### config.mk
export PLATFORM = sky130hd
export DESIGN_NAME = seq_compare_unit
export DESIGN_NICKNAME = d
export VERILOG_FILES = /design/src/rtl/seq_compare_pkg.sv /design/src/rtl/seq_compare_unit_chunk.sv /design/src/rtl/seq_compare_unit.sv
export SDC_FILE = /design/constraint.sdc
export NUM_CORES = 1
export LEC_CHECK = 0
export CAP_MARGIN = 15
export CORE_ASPECT_RATIO = 0.7
export CORE_UTILIZATION = 55
export DETAILED_ROUTE_END_ITERATION = 6
export DONT_BUFFER_PORTS = 1
export GPL_ROUTABILITY_DRIVEN = 0
export PLACE_DENSITY = 0.71
export SLEW_MARGIN = 20
export SYNTH_ARGS = -nofsm -noshare
export SYNTH_HDL_FRONTEND = slang
export SYNTH_SLANG_ARGS = --single-unit
### constraint.sdc
create_clock -name clk -period 4.5 [get_ports clk]
set_clock_uncertainty 0.15 [all_clocks]
set_input_delay 0.45 -clock clk [delete_from_list [all_inputs] [get_ports clk]]
set_output_delay 0.45 -clock clk [all_outputs]
set_load 0.005 [all_outputs]
### src/rtl/seq_compare_pkg.sv
// Shared types for the sequential comparator.
// Mode and FSM encodings plus the mode-to-result helper.
package seq_compare_pkg;

    typedef enum logic [1:0] {
        CMP_SLT,
        CMP_SLTU,
        CMP_EQ,
        CMP_SLE
    } cmp_op_t;

    typedef enum logic [1:0] {
        S_IDLE,
        S_BUSY,
        S_DONE
    } state_t;

    // Final result from the accumulated ordering flags.
    function automatic logic cmp_result(
        input cmp_op_t op,
        input logic    lt,
        input logic    dec
    );
        logic r;
        unique case (op)
            CMP_SLT, CMP_SLTU: r = lt;
            CMP_EQ:            r = ~dec;
            default:           r = lt | ~dec;
        endcase
        return r;
    endfunction

endpackage

### src/rtl/seq_compare_unit_chunk.sv
// Single-chunk comparator used once per BUSY cycle.
// flip_msb turns the unsigned compare into a signed one.
module cmp_chunk #(
    parameter int W = 8
) (
    input  logic [W-1:0] ca,
    input  logic [W-1:0] cb,
    input  logic         flip_msb,
    output logic         lt,
    output logic         eq
);

    logic [W-1:0] mask;
    logic [W-1:0] xa;
    logic [W-1:0] xb;

    // Bias the sign bit so an unsigned compare orders signed values.
    always_comb begin
        mask        = '0;
        mask[W-1]   = flip_msb;
        xa          = ca ^ mask;
        xb          = cb ^ mask;
        lt          = xa < xb;
        eq          = ca == cb;
    end

endmodule

### src/rtl/seq_compare_unit.sv
// Multi-cycle comparator, CHUNK bits per cycle, MSB chunk first.
// Define SEQ_COMPARE_MINMAX_EN to add min_out/max_out.
module seq_compare_unit
    import seq_compare_pkg::*;
#(
    parameter int N     = 32,
    parameter int CHUNK = 8
) (
    input  logic         clk,
    input  logic         rst_n,
    input  logic         in_valid,
    output logic         in_ready,
    input  logic [N-1:0] a,
    input  logic [N-1:0] b,
    input  logic [1:0]   op,
    output logic         out_valid,
    input  logic         out_ready,
`ifdef SEQ_COMPARE_MINMAX_EN
    output logic [N-1:0] min_out,
    output logic [N-1:0] max_out,
`endif
    output logic         out
);

    localparam int K  = N / CHUNK;
    localparam int CW = (K > 1) ? $clog2(K) : 1;

    if (N % CHUNK != 0) begin : g_bad_chunk
        $error("N must be a multiple of CHUNK");
    end

    state_t         state_q, state_d;
    logic [CW-1:0]  cnt_q, cnt_d;
    logic [N-1:0]   a_q, a_d;
    logic [N-1:0]   b_q, b_d;
    cmp_op_t        op_q, op_d;
    logic           lt_q, lt_d;
    logic           dec_q, dec_d;
    logic           out_q, out_d;
`ifdef SEQ_COMPARE_MINMAX_EN
    logic [N-1:0]   min_q, min_d;
    logic [N-1:0]   max_q, max_d;
`endif

    logic [N-1:0]     sh_a;
    logic [N-1:0]     sh_b;
    logic [CHUNK-1:0] ca;
    logic [CHUNK-1:0] cb;
    logic             flip;
    logic             c_lt;
    logic             c_eq;

    // Select chunk cnt (chunk 0 is the MSB chunk) from the captured operands.
    always_comb begin
        sh_a = a_q >> (CHUNK * (K - 1 - int'(cnt_q)));
        sh_b = b_q >> (CHUNK * (K - 1 - int'(cnt_q)));
        ca   = sh_a[CHUNK-1:0];
        cb   = sh_b[CHUNK-1:0];
        flip = (cnt_q == '0) && (op_q != CMP_SLTU);
    end

    cmp_chunk #(.W(CHUNK)) u_chunk (
        .ca       (ca),
        .cb       (cb),
        .flip_msb (flip),
        .lt       (c_lt),
        .eq       (c_eq)
    );

    // Next-state: capture, first-difference tracking, result latch.
    always_comb begin
        state_d = state_q;
        cnt_d   = cnt_q;
        a_d     = a_q;
        b_d     = b_q;
        op_d    = op_q;
        lt_d    = lt_q;
        dec_d   = dec_q;
        out_d   = out_q;
`ifdef SEQ_COMPARE_MINMAX_EN
        min_d   = min_q;
        max_d   = max_q;
`endif
        unique case (state_q)
            S_IDLE: begin
                if (in_valid) begin
                    state_d = S_BUSY;
                    a_d     = a;
                    b_d     = b;
                    op_d    = cmp_op_t'(op);
                    lt_d    = 1'b0;
                    dec_d   = 1'b0;
                    cnt_d   = '0;
                end
            end
            S_BUSY: begin
                if (!dec_q && !c_eq) begin
                    dec_d = 1'b1;
                    lt_d  = c_lt;
                end
                if (cnt_q == CW'(K - 1)) begin
                    state_d = S_DONE;
                    out_d   = cmp_result(op_q, lt_d, dec_d);
`ifdef SEQ_COMPARE_MINMAX_EN
                    min_d   = lt_d ? a_q : b_q;
                    max_d   = lt_d ? b_q : a_q;
`endif
                end else begin
                    cnt_d = cnt_q + CW'(1);
                end
            end
            S_DONE: begin
                if (out_ready) begin
                    state_d = S_IDLE;
                end
            end
            default: state_d = S_IDLE;
        endcase
    end

    // State and datapath registers.
    always_ff @(posedge clk or negedge rst_n) begin
        if (!rst_n) begin
            state_q <= S_IDLE;
            cnt_q   <= '0;
            a_q     <= '0;
            b_q     <= '0;
            op_q    <= CMP_SLT;
            lt_q    <= 1'b0;
            dec_q   <= 1'b0;
            out_q   <= 1'b0;
`ifdef SEQ_COMPARE_MINMAX_EN
            min_q   <= '0;
            max_q   <= '0;
`endif
        end else begin
            state_q <= state_d;
            cnt_q   <= cnt_d;
            a_q     <= a_d;
            b_q     <= b_d;
            op_q    <= op_d;
            lt_q    <= lt_d;
            dec_q   <= dec_d;
            out_q   <= out_d;
`ifdef SEQ_COMPARE_MINMAX_EN
            min_q   <= min_d;
            max_q   <= max_d;
`endif
        end
    end

    assign in_ready  = (state_q == S_IDLE);
    assign out_valid = (state_q == S_DONE);
    assign out       = out_q;
`ifdef SEQ_COMPARE_MINMAX_EN
    assign min_out   = min_q;
    assign max_out   = max_q;
`endif

endmodule

Word level (Yosys, flattened, before mapping)
Index checks and enable logic that the tools add are counted.
{"block": "word_totals", "input_bits": 70, "out_inout_bits": 3, "wordCells": 57, "ff_bits": 73}
{"block": "classes", "eq_ne": 11, "shift": 2, "mux": 15, "order_cmp": 1, "n_reduce_logical": 14, "n_bitwise": 4, "addsub": 2}
{"cell": ">> shifter 32 x 32 -> 8 bit", "n": 2}
{"cell": "bitwise XOR 8 bit", "n": 2}
{"cell": "two-way mux 2 bit", "n": 5}
{"cell": "equality test 8 bit", "n": 1}
{"cell": "less-than comparator 8 bit", "n": 1}
{"cell": "equality test 2 bit (second input constant)", "n": 3}
{"cell": "zero test 2 bit", "n": 3}
{"cell": "!= test 2 bit (second input constant)", "n": 3}
{"cell": "case mux 1 bit (2 select lines)", "n": 3}
{"cell": "case mux 2 bit (3 select lines)", "n": 1}
{"cell": "AND reduction 2 bit", "n": 3}
{"cell": "AND reduction 3 bit", "n": 2}
{"cell": "two-way mux 1 bit", "n": 5}
{"cell": "equality test 2 x 1 -> 1 bit (second input constant)", "n": 2}
{"cell": "!= test 2 x 1 -> 1 bit (second input constant)", "n": 2}
{"cell": "case mux 2 bit (2 select lines)", "n": 1}
{"cell": "subtractor 2 x 2 -> 3 bit (first input constant)", "n": 1}
{"cell": "adder 2 x 1 -> 2 bit (second input constant)", "n": 1}
{"cell": "logical AND 1 bit", "n": 2}
{"cell": "zero test 1 bit", "n": 2}
{"cell": "nonzero test 2 bit", "n": 1}
{"cell": "OR reduction 2 bit", "n": 1}
{"cell": "inverter 1 bit", "n": 1}
{"cell": "OR 1 bit", "n": 1}

Depth between registers and ports, before layout
Gate-level depths: netlist (run 1).
{"block": "logic_depth", "depth_word": 10, "ltp_mapped": 10, "mapped_depth_nobuf": 8}

Modules after synthesis
From an unflattened synthesis (run 1), not the netlist that was laid out.
{"block": "unflattened", "cells_unflattened": 228, "hier_area_um2": 3428.3}
{"module": "seq_compare_unit", "cells_per_inst": 195, "instances": 1, "seq_area_each_um2": 1826.8, "area_per_inst_um2": 3208.1}
{"module": "cmp_chunk", "cells_per_inst": 33, "instances": 1, "seq_area_each_um2": 0.0, "area_per_inst_um2": 220.2}

Worst setup path before layout (run 1)
No wires, ideal clock.
{"block": "synth_path", "kind": "reg-to-reg", "start": "register cnt_q[1]", "end": "register out_q (netlist: out)", "arrival_time_ps": 2437, "t_required_ps": 4258, "setup_slack_ps": 1822, "path_stages_with_launch": 10, "synth_period_minus_slack_ps": 2678, "n_path_buf": 2, "setup_ps": 92, "cell_sequence": "dfrtp_1 -> clkbuf_1 -> clkbuf_1 -> mux4_2 -> ha_1 -> a211oi_1 -> o21bai_1 -> nor4b_2 -> a221oi_2 -> o31ai_2"}
{"block": "synth_between", "elab_chain_cells": 10, "word_cells_on_any_way": 20, "classes_between": "add/sub: 1; order compare: 1; eq/ne: 2; shift: 2; mux: 5; bitwise: 4; reduce/logical: 5"}
{"item": "start: declaration", "line_no": "seq_compare_unit.sv:33", "rtl": "logic [CW-1:0] cnt_q, cnt_d;"}
{"item": "start signal: assignment", "line_no": "seq_compare_unit.sv:138", "rtl": "cnt_q <= cnt_d;"}
{"item": "parallel branches: the longest is 10 deep, another holds less-than comparator 8 bit"}
{"item": "end signal: assignment", "line_no": "seq_compare_unit.sv:144", "rtl": "out_q <= out_d;"}
{"item": "end: declaration", "line_no": "seq_compare_unit.sv:39", "rtl": "logic out_q, out_d;"}
Several ways; the timed one is not identified. The select of a mux whose other input is x is not followed.
A chain may end at the register's enable or synchronous reset.

Final worst setup path (run 1)
{"block": "layout_path", "start": "register cnt_q[0]", "end": "register out_q (netlist: out)"}
The elaborated chain is that of the path after synthesis.

==> results of run 1 <==
==> worst paths after layout <==
path	endpoint	slack, ps	depth (start not counted)
max reg2reg	out	1640	7
max	out	1640	7
min reg2reg	b_q[8]	340	1
max in group asynchronous	cnt_q[0]	3330	2
min	b_q[14]	80	1
min in group asynchronous	a_q[15]	540	2
==> where the power goes <==
part,total (mW),switching [mW],internal [mW]
clock network,0.495,0.241,0.254
registers,1.24,0.254,0.990
logic,1.21,0.512,0.696
==> logic make-up (layout without fill, tap and decap cells) <==
family | after synthesis | after routing | share of synthesized area [%]
and+or+nand+nor | 22 | 22 | 3.49
buffers and inverters | 27 | 32 | 3.42
DFF | 73 | 73 | 52.5
other | 0 | 3 | 0
muxes | 84 | 84 | 32.8
xor gates and xnor gates | 1 | 1 | 0.252
adders and majority gates | 9 | 9 | 3.24
AOI/OAI and AO/OA | 20 | 20 | 4.32
==> flip-flops by register name, summed over array words and instances, names as in the netlist <==
signal	flops
a_q	32
b_q	32
cnt_q	2
op_q	2
state_q	2
dec_q	1
lt_q	1
out	1
==> layer usage <==
metal,routed length [um],vias to the layer above,share of wire [%]
li1,-,866,-
met2,3060,58,48
met1,2780,987,43
met3,496,9,7.7
met4,88,0,1.4
met5,0,-,0
==> timing repair <==
| action | in CTS | in global routing |
|---|---|---|
| gates resized for setup | 0 | 0 |
| endpoints found under the hold margin | 73 | 0 |
| endpoints found under the setup margin | 0 | 0 |
| hold buffers | 2 | 0 |
==> per-stage QoR <==
step	setup WS (ps)	utilization, %	cells	hold slack (ps)	power [mW]
after global routing	1470	63.6	319	60.2	3.19
after detailed placement	1310	59.6	299	6.33	2.44
after CTS	1270	63.5	316	65.3	2.97
after global placement	1380	59.6	299	6.51	2.37
after floorplan	1820	-	236	4.41	2.19
final	1640	63.6	319	81.3	2.95
==> area by class of cell <==
class,count,area [um2],share of cell area [%]
well taps,75,93.8,2.50
multi-input cells,136,1530,40.9
clock inverters,6,67.6,1.80
diodes,3,7.51,0.200
flip-flops and latches,73,1830,48.7
inverters,14,52.6,1.40
clock buffers,9,124,3.30
repair buffers,3,45.0,1.20
==> layout by cell type, fill, tap and decap left out, types with 2 or more instances in the layout <==
cell        count
ha_1            9
nand4_1         2
o21ai_0         5
nor2b_1         2
clkinvlp_4      2
a21o_1          3
inv_1          14
mux4_2         12
mux2_1         36
nor2_1          8
a22o_1          2
a21oi_1         3
clkbuf_8        9
diode_2         3
dfrtp_1        72
nand2_1         3
nand3_1         2
mux4_1          4
mux2_2         31
==> worst register-to-register path, cell delays in order (launching register included) <==
cell and delay (ps):
dfrtp_2 750, mux4_2 590, ha_1 330, a211oi_1 220, o21bai_1 120, nor4b_2 360
a221oi_2 80, o31ai_2 190
==> flow_summary.ini, run 1 <==
[cells_and_area]
fin_area_um2 = 3750
drive_gt1_share_pct = 27.8
layout-area-overhead-vs-synth_pct = 7.88
fillers = 410
fin_nets = 316

[clock_network]
cts_buffers = 9
clkSinkCount = 73
h-tree-depth = 3
ctsLongestPathBuffers = 2
cts_tree = built
path_clk_slew_ps = 80
root_buffer = clkbuf_8
clk_latency_ps = 350
cts_setup_buffers = 0

[synthesis]
yosysWarnings = 0
syn_nets = 315
synth_top_cell_by_area = dfrtp_1
synth_edf_count = 0
ys.flop_type = dfrtp_1
ys_ff_latch = 73
synth_top_area_share_pct = 52.5
yosysUniqueCellTypes = 33
syn_area_per_cell_um2 = 14.7
synth.most_common_cell = dfrtp_1
synthArstFlopShare_pct = 100
yosys-top-cells-count = 73 x dfrtp_1, 36 x mux2_1, 31 x mux2_2
netlist_area_um2 = 3480
yosys-top-cells-area = dfrtp_1 53%, mux2_1 12%, mux2_2 10%
yosysSeqAreaShare_pct = 52.5
synthCells = 236

[sta]
tns_ps = 0
setup_violations = 0
period_share_pct = 63.6
period_needed_ps = 2860
rsz0062_at_grt = no
relSlewSlack_pct = 43.6
finalHoldViolCount = 0
fmax_mhz = 349
slew_violations = 0
worst_pin_slew_ps = 846

[global_route]
grt.busiest_layer = met2
grt_pass1_vias = 2140
grt_use_met2_pct = 34.9
grt_use_met3_pct = 10.4
antenna_found_initial = 3
met1_usage_pct = 25.3
grt_pass1_wl_um = 10600
gr-usage-all-layers_pct = 21.3
grt_overflow = 0
grt_max_degree = 74

[critical_path]
worstReg2RegStart = cnt_q[0]
cp_cell_sequence = mux4_2, ha_1, a211oi_1, o21bai_1, nor4b_2, a221oi_2, o31ai_2
start_kind = register
critPathArrivalTime_ps = 2970
crit_type = register to register
crit_slowest_cell = dfrtp_2
cp_top_family = flip-flops
worst-path-buf-inv = 0
crit_path_max_fanout = 19
crit_start = cnt_q[0]
crit_required_ps = 4600
critPathCaptureType = register
slowest_delay_ps = 750

[status]
outcome = complete, no violations

[placed_design]
post_dp_cell_area_um2 = 3510
hpwl_um = 4400
port_buffers = 0

[routing]
vias_per_cell = 6.02
vias = 1920
first_pass_iters = 4
wire_per_inst_um = 20.1
drt.antenna.violating_nets = 0
routed_wl_um = 6420
drt_iter0_markers = 93
drc = 0

[power]
peakVddDrop_uv = 338
p_per_area_nw_per_um2 = 785
p_leak_nw = 1.60

[die]
ios = 73
die_h_um = 68.5
start_util_pct = 59.0
rows = 23
die_w_um = 97.1
coreArea_um2 = 5900
die_area_um2 = 6650

[run]
max-cap-violations = 0

[worst_hold_path]
hold_path.class = input pin to register
hold_start = b[14]
No activity file was read; power rests on OpenSTA's default activity.
==> run 2, diff against run 1 <==
PLACE_DENSITY = 0.74   (was 0.71)
clock period = 2.5 ns   (was 4.5 ns; I/O delays follow)
==> flow_summary.ini, run 2 (synthesis gave the netlist of run 1 again) <==
[worst_hold_path]
hold_path.class = input pin to register
hold_start = in_valid

[clock_network]
cts_tree = built
root_buffer = clkbuf_8
clk_latency_ps = 350
h-tree-depth = 3
ctsLongestPathBuffers = 2
clkSinkCount = 73
path_clk_slew_ps = 80
cts_buffers = 9

[critical_path]
crit_type = register to register
critPathArrivalTime_ps = 2640
crit_required_ps = 2590
worstReg2RegStart = cnt_q[0]
start_kind = register
critPathCaptureType = register
crit_path_max_fanout = 6
crit_start = cnt_q[0]
rrSetupSlack_ps = -50

[routing]
first_pass_iters = 4
routed_wl_um = 7850
vias = 2232
drt.antenna.violating_nets = 0
drc = 0
vias_per_cell = 5.65
wire_per_inst_um = 19.9
drt_iter0_markers = 126

[sta]
tns_ps = -58.6
fmax_mhz = 393
slew_violations = 0
finalHoldViolCount = 0
fin_ws_ps = -46.0
rsz0062_at_grt = yes
period_needed_ps = 2550
worst_pin_slew_ps = 401
setup_violations = 2
relSlewSlack_pct = 73.0
period_share_pct = 102

[die]
coreArea_um2 = 5900
die_w_um = 97.1
die_h_um = 68.5
ios = 73
die_area_um2 = 6650
rows = 23
start_util_pct = 59.0

[power]
p_per_area_nw_per_um2 = 1350
peakVddDrop_uv = 687
p_leak_nw = 1.95
total_power_mw = 6.30

[global_route]
grt_pass1_wl_um = 11900
gr-usage-all-layers_pct = 24.2
grt_max_degree = 74
grt_overflow = 0
grt_pass1_vias = 2392
antenna_found_initial = 0

[cells_and_area]
fin_area_um2 = 4670
antenna_cells = 0
final_cell_mix = 72 x dfrtp_1, 69 x dlygate4sd3_1, 36 x mux2_1, 31 x mux2_2, 15 x mux4_2
fin_nets = 394
fillers = 357
seqCellArea_um2 = 1830
drive_gt1_share_pct = 29.4
final_common_cell = dfrtp_1
multi_input_area_um2 = 1610
layout-area-overhead-vs-synth_pct = 34.2
top_regs = a_q x32, b_q x32

[placed_design]
port_buffers = 0
hpwl_um = 4510
post_dp_cell_area_um2 = 3610

[run]
max-cap-violations = 0

[status]
violations = negative setup slack
outcome = finished, violations left
run 2: per-layer routing:
layer  track usage [%]  up-vias  share of wire (%)
li1                  -     1022                  -
met1              29.5     1123                 42
met2              41.5       72                 49
met3              7.86       15                6.5
met4              9.33        0                2.1
met5                 0        -                  0
run 2: path summary, 6_finish.rpt:
kind,endpoint,cells after the start
max,out,8
min,lt_q,3
max reg2reg,out,8
min reg2reg,b_q[23],1
max in group asynchronous,cnt_q[0],2
min in group asynchronous,out,2
run 2: stage by stage:
step	util, %	cells	hold slack [ps]	setup WS [ps]
floorplan	-	236	-196	18.7
global placement	61.3	305	-193	33.5
detailed placement	61.3	305	-193	8.90
CTS	77.7	393	117	9.15
global route	79.1	395	140	-100
finish	79.1	395	134	-46.0
run 2: timing repair:
action                                  in CTS  in global routing
endpoints found under the setup margin       2                  3
cloned                                       0                  1
gates resized for setup                      2                 18
buffers inserted                             2                  1
pin swaps                                    1                  5
endpoints found under the hold margin      141                  0
hold buffers                                70                  0
run 2: critical path, stage by stage, from the launching register on:
cell,delay [ps]
dfrtp_2,440
buf_12,150
mux4_2,550
ha_4,290
nand4_1,170
a21oi_1,300
nor4b_4,90
a221oi_2,210
o31ai_2,80
run 2: layout make-up:
cell class,count,area share (%)
sequential,73,39.2
multi-input combinational,136,34.6
timing repair buffer,81,18.4
clock buffer,10,2.73
tap,75,2.01
clock inverter,6,1.96
inverter,14,1.13
run 2: power breakdown:
part / internal [mW] / switching, mW
Sequential: 1.79 / 0.375
Combinational: 1.74 / 1.37
Clock: 0.565 / 0.457
Total: 4.10 / 2.20
